## src/rtl/hrm_control_unit_v2.sv

```systemverilog
// Microcoded control FSM for the HRM CPU. It decodes the IR and drives the datapath strobes.
// Optional macro CU_PERF_EN implements the retired-instruction counter; when it is undefined, retired is tied to 0.
module hrm_control_unit_v2 #(
  parameter int IW      = 8,
  parameter int PCW     = 8,
  parameter int WAIT_TO = 0,
  parameter int TOW     = 16,
  parameter int CNTW    = 16
) (
  input  logic            clk,
  input  logic            i_rst_n,
  input  logic [IW-1:0]   instr,
  input  logic [PCW-1:0]  pc,
  input  logic [PCW-1:0]  bp_addr,
  input  logic            bp_en,
  input  logic            inEmpty,
  input  logic            outFull,
  input  logic            debug,
  input  logic            nxtInstr,
  output logic            wIR,
  output logic            wR,
  output logic            srcA,
  output logic            wM,
  output logic            wAR,
  output logic            wPC,
  output logic            rIn,
  output logic            wO,
  output logic            ijump,
  output logic            branch,
  output logic [1:0]      muxR,
  output logic [2:0]      aluCtl,
  output logic            rst,
  output logic            halt,
  output logic [1:0]      err,
  output logic [CNTW-1:0] retired,
  output logic [4:0]      state_o
);

  typedef enum logic [4:0] {
    S_RESET     = 5'd0,
    S_FETCH_I   = 5'd1,
    S_WAIT_KEY  = 5'd2,
    S_LOAD_IR   = 5'd3,
    S_DECODE    = 5'd4,
    S_WAIT_IN   = 5'd5,
    S_WAIT_OUT  = 5'd6,
    S_INBOX     = 5'd7,
    S_OUTBOX    = 5'd8,
    S_INCPC2    = 5'd9,
    S_FETCH_O   = 5'd10,
    S_JUMP      = 5'd11,
    S_JUMPZ     = 5'd12,
    S_JUMPN     = 5'd13,
    S_LOAD_AR   = 5'd14,
    S_READMEM2  = 5'd15,
    S_LOAD_AR2  = 5'd16,
    S_READMEM   = 5'd17,
    S_ADD       = 5'd18,
    S_SUB       = 5'd19,
    S_BUMPP     = 5'd20,
    S_BUMPN     = 5'd21,
    S_COPYFROM  = 5'd22,
    S_COPYTO    = 5'd23,
    S_INC_PC    = 5'd24,
    S_HALT      = 5'd25
  } state_t;

  localparam logic [3:0] OP_INBOX    = 4'h0;
  localparam logic [3:0] OP_OUTBOX   = 4'h1;
  localparam logic [3:0] OP_COPYFROM = 4'h2;
  localparam logic [3:0] OP_COPYTO   = 4'h3;
  localparam logic [3:0] OP_ADD      = 4'h4;
  localparam logic [3:0] OP_SUB      = 4'h5;
  localparam logic [3:0] OP_BUMPP    = 4'h6;
  localparam logic [3:0] OP_BUMPN    = 4'h7;
  localparam logic [3:0] OP_JUMP     = 4'h8;
  localparam logic [3:0] OP_JUMPZ    = 4'h9;
  localparam logic [3:0] OP_JUMPN    = 4'hA;
  localparam logic [3:0] OP_HALT     = 4'hF;

  localparam logic [TOW-1:0] TO_LAST = (WAIT_TO > 0) ? TOW'(WAIT_TO - 1) : '0;

  typedef struct packed {
    logic       rst;
    logic       halt;
    logic [2:0] alu;
    logic [1:0] mux;
    logic       branch;
    logic       ijump;
    logic       wo;
    logic       rin;
    logic       wpc;
    logic       war;
    logic       wm;
    logic       srca;
    logic       wr;
    logic       wir;
  } ctl_t;

  state_t         r_state;
  ctl_t           r_ctl;
  logic [1:0]     r_err;
  logic [TOW-1:0] r_to_cnt;

  state_t         w_nxt;
  logic [1:0]     w_err_nxt;
  logic [3:0]     w_op;
  logic           w_ind;
  logic           w_to_hit;
  logic           w_wait_now;
  logic           w_wait_nxt;

  assign w_op  = instr[IW-1:IW-4];
  assign w_ind = instr[IW-5];

  generate
    if (IW > 5) begin : g_unused_operand
      logic w_unused;
      assign w_unused = ^instr[IW-6:0];
    end
  endgenerate

  assign w_wait_now = (r_state == S_WAIT_IN) || (r_state == S_WAIT_OUT);
  assign w_wait_nxt = (w_nxt == S_WAIT_IN) || (w_nxt == S_WAIT_OUT);
  assign w_to_hit   = (WAIT_TO != 0) && (r_to_cnt == TO_LAST);

  // Strobe pattern for each state. It is registered against the next state so that outputs track r_state exactly.
  function automatic ctl_t ctl_decode(input state_t s);
    ctl_t c;
    c = '0;
    case (s)
      S_RESET:    c.rst = 1'b1;
      S_LOAD_IR:  c.wir = 1'b1;
      S_INCPC2:   c.wpc = 1'b1;
      S_INC_PC:   c.wpc = 1'b1;
      S_LOAD_AR:  c.war = 1'b1;
      S_LOAD_AR2: begin
        c.srca = 1'b1;
        c.war  = 1'b1;
      end
      S_JUMP: begin
        c.branch = 1'b1;
        c.wpc    = 1'b1;
        c.ijump  = 1'b1;
      end
      S_JUMPZ: begin
        c.branch = 1'b1;
        c.wpc    = 1'b1;
        c.alu    = 3'b000;
      end
      S_JUMPN: begin
        c.branch = 1'b1;
        c.wpc    = 1'b1;
        c.alu    = 3'b100;
      end
      S_INBOX: begin
        c.rin = 1'b1;
        c.wr  = 1'b1;
        c.mux = 2'b00;
      end
      S_OUTBOX:   c.wo = 1'b1;
      S_COPYTO:   c.wm = 1'b1;
      S_COPYFROM: begin
        c.wr  = 1'b1;
        c.mux = 2'b01;
      end
      S_ADD: begin
        c.wr  = 1'b1;
        c.mux = 2'b11;
        c.alu = 3'b000;
      end
      S_SUB: begin
        c.wr  = 1'b1;
        c.mux = 2'b11;
        c.alu = 3'b001;
      end
      S_BUMPP: begin
        c.wr  = 1'b1;
        c.mux = 2'b11;
        c.alu = 3'b010;
      end
      S_BUMPN: begin
        c.wr  = 1'b1;
        c.mux = 2'b11;
        c.alu = 3'b011;
      end
      S_HALT:     c.halt = 1'b1;
      default:    c = '0;
    endcase
    return c;
  endfunction

  // Every state that does not explicitly choose a successor falls through to HALT with err=01.
  always_comb begin
    w_nxt     = S_HALT;
    w_err_nxt = 2'b01;
    case (r_state)
      S_RESET:    w_nxt = S_FETCH_I;
      S_FETCH_I:  w_nxt = (debug || (bp_en && (pc == bp_addr))) ? S_WAIT_KEY : S_LOAD_IR;
      S_WAIT_KEY: w_nxt = nxtInstr ? S_LOAD_IR : S_WAIT_KEY;
      S_LOAD_IR:  w_nxt = S_DECODE;
      S_DECODE: begin
        case (w_op)
          OP_INBOX:  w_nxt = inEmpty ? S_WAIT_IN : S_INBOX;
          OP_OUTBOX: w_nxt = outFull ? S_WAIT_OUT : S_OUTBOX;
          OP_HALT: begin
            w_nxt     = S_HALT;
            w_err_nxt = 2'b00;
          end
          4'hB, 4'hC, 4'hD, 4'hE: begin
            w_nxt     = S_HALT;
            w_err_nxt = 2'b01;
          end
          default:   w_nxt = S_INCPC2;
        endcase
      end
      S_WAIT_IN: begin
        if (!inEmpty) begin
          w_nxt = S_INBOX;
        end else if (w_to_hit) begin
          w_nxt     = S_HALT;
          w_err_nxt = 2'b10;
        end else begin
          w_nxt = S_WAIT_IN;
        end
      end
      S_WAIT_OUT: begin
        if (!outFull) begin
          w_nxt = S_OUTBOX;
        end else if (w_to_hit) begin
          w_nxt     = S_HALT;
          w_err_nxt = 2'b11;
        end else begin
          w_nxt = S_WAIT_OUT;
        end
      end
      S_INCPC2:   w_nxt = S_FETCH_O;
      S_FETCH_O: begin
        case (w_op)
          OP_JUMP:  w_nxt = S_JUMP;
          OP_JUMPZ: w_nxt = S_JUMPZ;
          OP_JUMPN: w_nxt = S_JUMPN;
          default:  w_nxt = S_LOAD_AR;
        endcase
      end
      S_JUMP, S_JUMPZ, S_JUMPN: w_nxt = S_FETCH_I;
      S_LOAD_AR: begin
        if (w_ind)                  w_nxt = S_READMEM2;
        else if (w_op == OP_COPYTO) w_nxt = S_COPYTO;
        else                        w_nxt = S_READMEM;
      end
      S_READMEM2: w_nxt = S_LOAD_AR2;
      S_LOAD_AR2: w_nxt = (w_op == OP_COPYTO) ? S_COPYTO : S_READMEM;
      S_READMEM: begin
        case (w_op)
          OP_ADD:      w_nxt = S_ADD;
          OP_SUB:      w_nxt = S_SUB;
          OP_BUMPP:    w_nxt = S_BUMPP;
          OP_BUMPN:    w_nxt = S_BUMPN;
          OP_COPYFROM: w_nxt = S_COPYFROM;
          default: begin
            w_nxt     = S_HALT;
            w_err_nxt = 2'b01;
          end
        endcase
      end
      S_BUMPP, S_BUMPN: w_nxt = S_COPYTO;
      S_ADD, S_SUB, S_COPYFROM, S_COPYTO, S_INBOX, S_OUTBOX: w_nxt = S_INC_PC;
      S_INC_PC:   w_nxt = S_FETCH_I;
      S_HALT:     w_nxt = S_HALT;
      default: begin
        w_nxt     = S_HALT;
        w_err_nxt = 2'b01;
      end
    endcase
  end

  always_ff @(posedge clk or negedge i_rst_n) begin
    if (!i_rst_n) begin
      r_state  <= S_RESET;
      r_ctl    <= ctl_decode(S_RESET);
      r_err    <= 2'b00;
      r_to_cnt <= '0;
    end else begin
      r_state <= w_nxt;
      r_ctl   <= ctl_decode(w_nxt);
      if ((w_nxt == S_HALT) && (r_state != S_HALT)) r_err <= w_err_nxt;
      if (w_wait_nxt && !w_wait_now) r_to_cnt <= '0;
      else if (w_wait_now)           r_to_cnt <= r_to_cnt + TOW'(1);
    end
  end

`ifdef CU_PERF_EN
  logic [CNTW-1:0] r_retired;
  logic            w_retire;

  assign w_retire = (w_nxt == S_FETCH_I) &&
                    ((r_state == S_INC_PC) || (r_state == S_JUMP) ||
                     (r_state == S_JUMPZ)  || (r_state == S_JUMPN));

  always_ff @(posedge clk or negedge i_rst_n) begin
    if (!i_rst_n)      r_retired <= '0;
    else if (w_retire) r_retired <= r_retired + CNTW'(1);
  end

  assign retired = r_retired;
`else
  assign retired = '0;
`endif

  assign wIR     = r_ctl.wir;
  assign wR      = r_ctl.wr;
  assign srcA    = r_ctl.srca;
  assign wM      = r_ctl.wm;
  assign wAR     = r_ctl.war;
  assign wPC     = r_ctl.wpc;
  assign rIn     = r_ctl.rin;
  assign wO      = r_ctl.wo;
  assign ijump   = r_ctl.ijump;
  assign branch  = r_ctl.branch;
  assign muxR    = r_ctl.mux;
  assign aluCtl  = r_ctl.alu;
  assign rst     = r_ctl.rst;
  assign halt    = r_ctl.halt;
  assign err     = r_err;
  assign state_o = r_state;

endmodule

```

## config.mk

```make
export PLATFORM = sky130hd
export DESIGN_NAME = hrm_control_unit_v2
export DESIGN_NICKNAME = d
export VERILOG_FILES = /design/src/rtl/hrm_control_unit_v2.sv
export SDC_FILE = /design/constraint.sdc
export NUM_CORES = 1
export LEC_CHECK = 0
export BUFFER_PORTS_ARGS = -buffer_cell sky130_fd_sc_hd__buf_2
export CORE_MARGIN = 3
export CORE_UTILIZATION = 44
export DETAILED_ROUTE_END_ITERATION = 16
export PLACE_DENSITY = 0.89
export SYNTH_ARGS = -nofsm -noshare
export SYNTH_HDL_FRONTEND = slang
export SYNTH_SLANG_ARGS = --single-unit
```

## constraint.sdc

```tcl
create_clock -name clk -period 2.05 [get_ports clk]
set_input_delay 0.3075 -clock clk [delete_from_list [all_inputs] [get_ports clk]]
set_output_delay 0.3075 -clock clk [all_outputs]
set_load 0.05 [all_outputs]
```

==> summary.md <==
| Metric | Value |
|---|---|
| Max Slew Vio Count | 0 |
| Combinational share of power | 0.178 |
| Max-Cap Viols | 0 |
| Area Overhead vs Synth | 41.3% |
| Drc violations | 0 |
| Pwr/cell area | approximately 360 mW/mm^2 |
| Worst Setup End Kind | register |
| Vias per cell | ~5.7 |
| Leak Pwr | approximately 1.3 nW |
| Layout cells sized above 1 | 0.514 |
| Synth top area cells | dfrtp_1 32%, buf_4 8.2%, xor2_1 4.0% |
| Main synth FF type | dfrtp_1 |
| Final nets | 312 |
| Cell taking the most area after synthesis | dfrtp_1 |
| Initial antenna violation count | 0 |
| Rows | 22 |
| Fmax | between 400 and 500 MHz |
| Final setup viols | 16 |
| Core ar. | around 0.0037 sq mm |
| DP HPWL | approximately 3.5 mm |
| Synth top area share | 0.316 |
| H-tree depth | 1 |
| Sw Ratio | 0.292 |
| First-pass GRT wire length | 7.50 mm |
| Reg clk slew, reported paths | about 0.080 ns |
| Synthesized area | 0.00174 sq mm |
| Worst R2R Path Depth | 8 |
| WP data arrival | between 2 and 2.5 ns |
| Area after DPL | between 0.002 and 0.0025 sq mm |
| Worst Clk Skew | between 0.007 and 0.008 ns |
| Clk network pwr share | 0.311 |
| Die Width | about 70 um |
| CTS root buffer | clkbuf_8 |
| Total CTS buffers | 3 |
| Worst min-delay path category | in -> async |
| Final hold viol count | 22 |
| Syn Area/Cell | slightly above 9 sq um |
| Clk sinks | 23 |
| Status | finished with violations |
| Die Ht | between 60 and 70 um |
| Final period utilization | 1.10 |
| Final instance area | between 0.002 and 0.0025 sq mm |
| NetSw | between 200 and 300 uW |
| Drt wl/cell | roughly 17 um |
| Total GRT Usage | 0.215 |
| P_int | ~630 uW |
| Hold Slack | -0.0131 ns |
| CTS tree | built |
| Top-level port count | 71 |
| R2R Setup Slk | -0.20 ns |
| YS warnings | 0 |
| Total grt overflow | 0 |
| DRT antenna net count | 0 |
| Synth Instances | 189 |
| Vias in the first global route | between 1.5k and 2k |
| Critical-path maximum fanout | 5 |
| #FFs+latches synth | 23 |
| Initial Util | 0.465 |
| Largest net degree at the start of global routing | 24 |
| Max VDD drop | between 0.2 and 0.25 mV |
| RSZ-0062 raised after global routing | yes |
| Final WL | ~5.6 mm |
| Number of enable flip-flop cells after synthesis | 0 |
| Register share of total power | 0.510 |
| Slew at the pin closest to its max-slew limit | about 0.59 ns |
| ANT cells | 0 |
| Failing checks | hold timing, setup timing |
| Asr flop ratio synth | 1.00 |
| Yosys cell types | between 60 and 70 |
| Startpoint class of the critical path | register |
| Post-placement cell count | 311 |
| Max reg flops | 5 |
| Seq/Total Area, Yosys | 0.331 |
| Crit path time final | about 2.2 ns |
| Data required, critical path | around 2.2 ns |
| Detailed-router iteration count before antenna repair | 4 |
| Placer Congestion | about 0.92 |
| Die area | roughly 0.0047 sq mm |
| Post-Layout Cell Count | ~330 |
| Worst-Skew Late Latency | roughly 0.27 ns |
| Setup Crit Path Kind | reg -> reg |
| Drt initial violations | 241 |
| Clock Tree Buf Depth | 2 |
| # port buffers | 50 |
| Max-slew headroom | 0.606 |
| Worst Slack Setup Final | -0.200 ns |
| Vias post-DR | around 1.9k |
| Fill count | about 290 |
[logic make-up (layout without fill, tap and decap cells)]
kind of cell	count (synthesis)	in the layout	share of synthesized area
other	1	18	0.00215
buffers and inverters	39	113	0.142
DFF	23	23	0.331
xor gates and xnor gates	10	10	0.0503
and+or+nand+nor	70	70	0.256
AOI/OAI and AO/OA	45	45	0.213
muxes	1	1	0.00575
[layout by cell type, fill, tap and decap left out, drive strengths merged, types with 2 or more instances in the layout]
cell      n
xnor2     2
nor2     10
o211ai    2
nor3      7
conb     18
a21oi     6
o22ai     3
o31ai     4
or2       2
o31a      3
nand3     5
xor2      8
nor3b     6
nand2    10
or3       3
nor2b     3
o311ai    4
nand2b    3
and3      6
buf     102
a31o      2
clkbuf    3
nor4      3
nand4     5
inv       7
dfrtp    22
o21ai     7
[cell usage after synthesis (2+ instances only)]
cell type and n:
a31o_2 2, nor4_1 3, o31ai_1 2, buf_2 11, nand4_1 4, o211ai_1 2
o311ai_0 3, nand2b_1 2, nor2b_1 3, inv_1 6, dfrtp_1 22, xnor2_1 2
o31a_1 3, a21oi_1 5, nor2_1 10, nand2_1 10, buf_6 2, buf_4 19
nor3b_2 2, o21ai_0 6, or3_1 3, xor2_1 8, nor3_1 5, and3_1 6
nand3_1 5, nor3b_1 4, o22ai_1 3
[what timing repair did]
action | CTS | global route
endpoints found under the setup margin | 16 | 17
hold buffers | 0 | 0
setup buffers | 6 | 7
pin swaps | 2 | 5
resized for setup | 11 | 17
[final timing paths]
kind / from / to
worst max-delay path: state_o[1] / branch
worst min register to register: err[0] / err[0]
max in group asynchronous: i_rst_n / state_o[3]
min in group clk: bp_en / wIR
worst max register to register: state_o[1] / branch
worst min-delay path: i_rst_n / aluCtl[2]
[cell type report]
| type | instances | area (sq um) | share of cell area |
|---|---|---|---|
| clock buffers | 3 | 41.3 | 0.0168 |
| clock inverters | 1 | 5.00 | 0.00203 |
| inverters | 7 | 26.3 | 0.0107 |
| multi-input cells | 144 | 1090 | 0.442 |
| flip-flops and latches | 23 | 583 | 0.237 |
| well taps | 48 | 60.1 | 0.0244 |
| repair buffers | 102 | 658 | 0.268 |
[power groups by stage]
stage                     clock (mW)  sequential (mW)  combinational [mW]
final                          0.278            0.455               0.159
after floorplan                    0            0.468               0.128
after detailed placement           0            0.464               0.155
after global routing           0.292            0.455               0.170
after CTS                      0.276            0.455               0.156
after global placement             0            0.464               0.153
[per-layer routing]
metal	GRT usage	wire, um	up-vias
li1	-	-	838
met1	0.271	2030	881
met2	0.362	2860	131
met3	0.0292	514	24
met4	0.0998	172	0
met5	0	0	-
[critical path: stages, from the launching register on]
cell and delay, ns:
dfrtp_2 0.42, buf_6 0.14, or4b_4 0.53, or3_4 0.34, a21oi_2 0.14, or4_4 0.20
nand4_1 0.14, buf_4 0.19, o31ai_1 0.06
[stage by stage]
step	worst slack, ns	utilization	hold WS, ns	power [mW]	setup TNS (ns)
after global routing	-0.297	0.657	0.0267	0.918	-2.81
after global placement	-0.151	0.586	0.280	0.617	-1.77
after detailed placement	-0.233	0.586	0.291	0.619	-2.62
final	-0.200	0.657	-0.0131	0.892	-1.67
after floorplan	-0.145	-	0.0119	0.596	-1.12
after CTS	-0.115	0.619	0.00338	0.887	-0.712
Note: power is estimated with default switching activity, not from simulation.
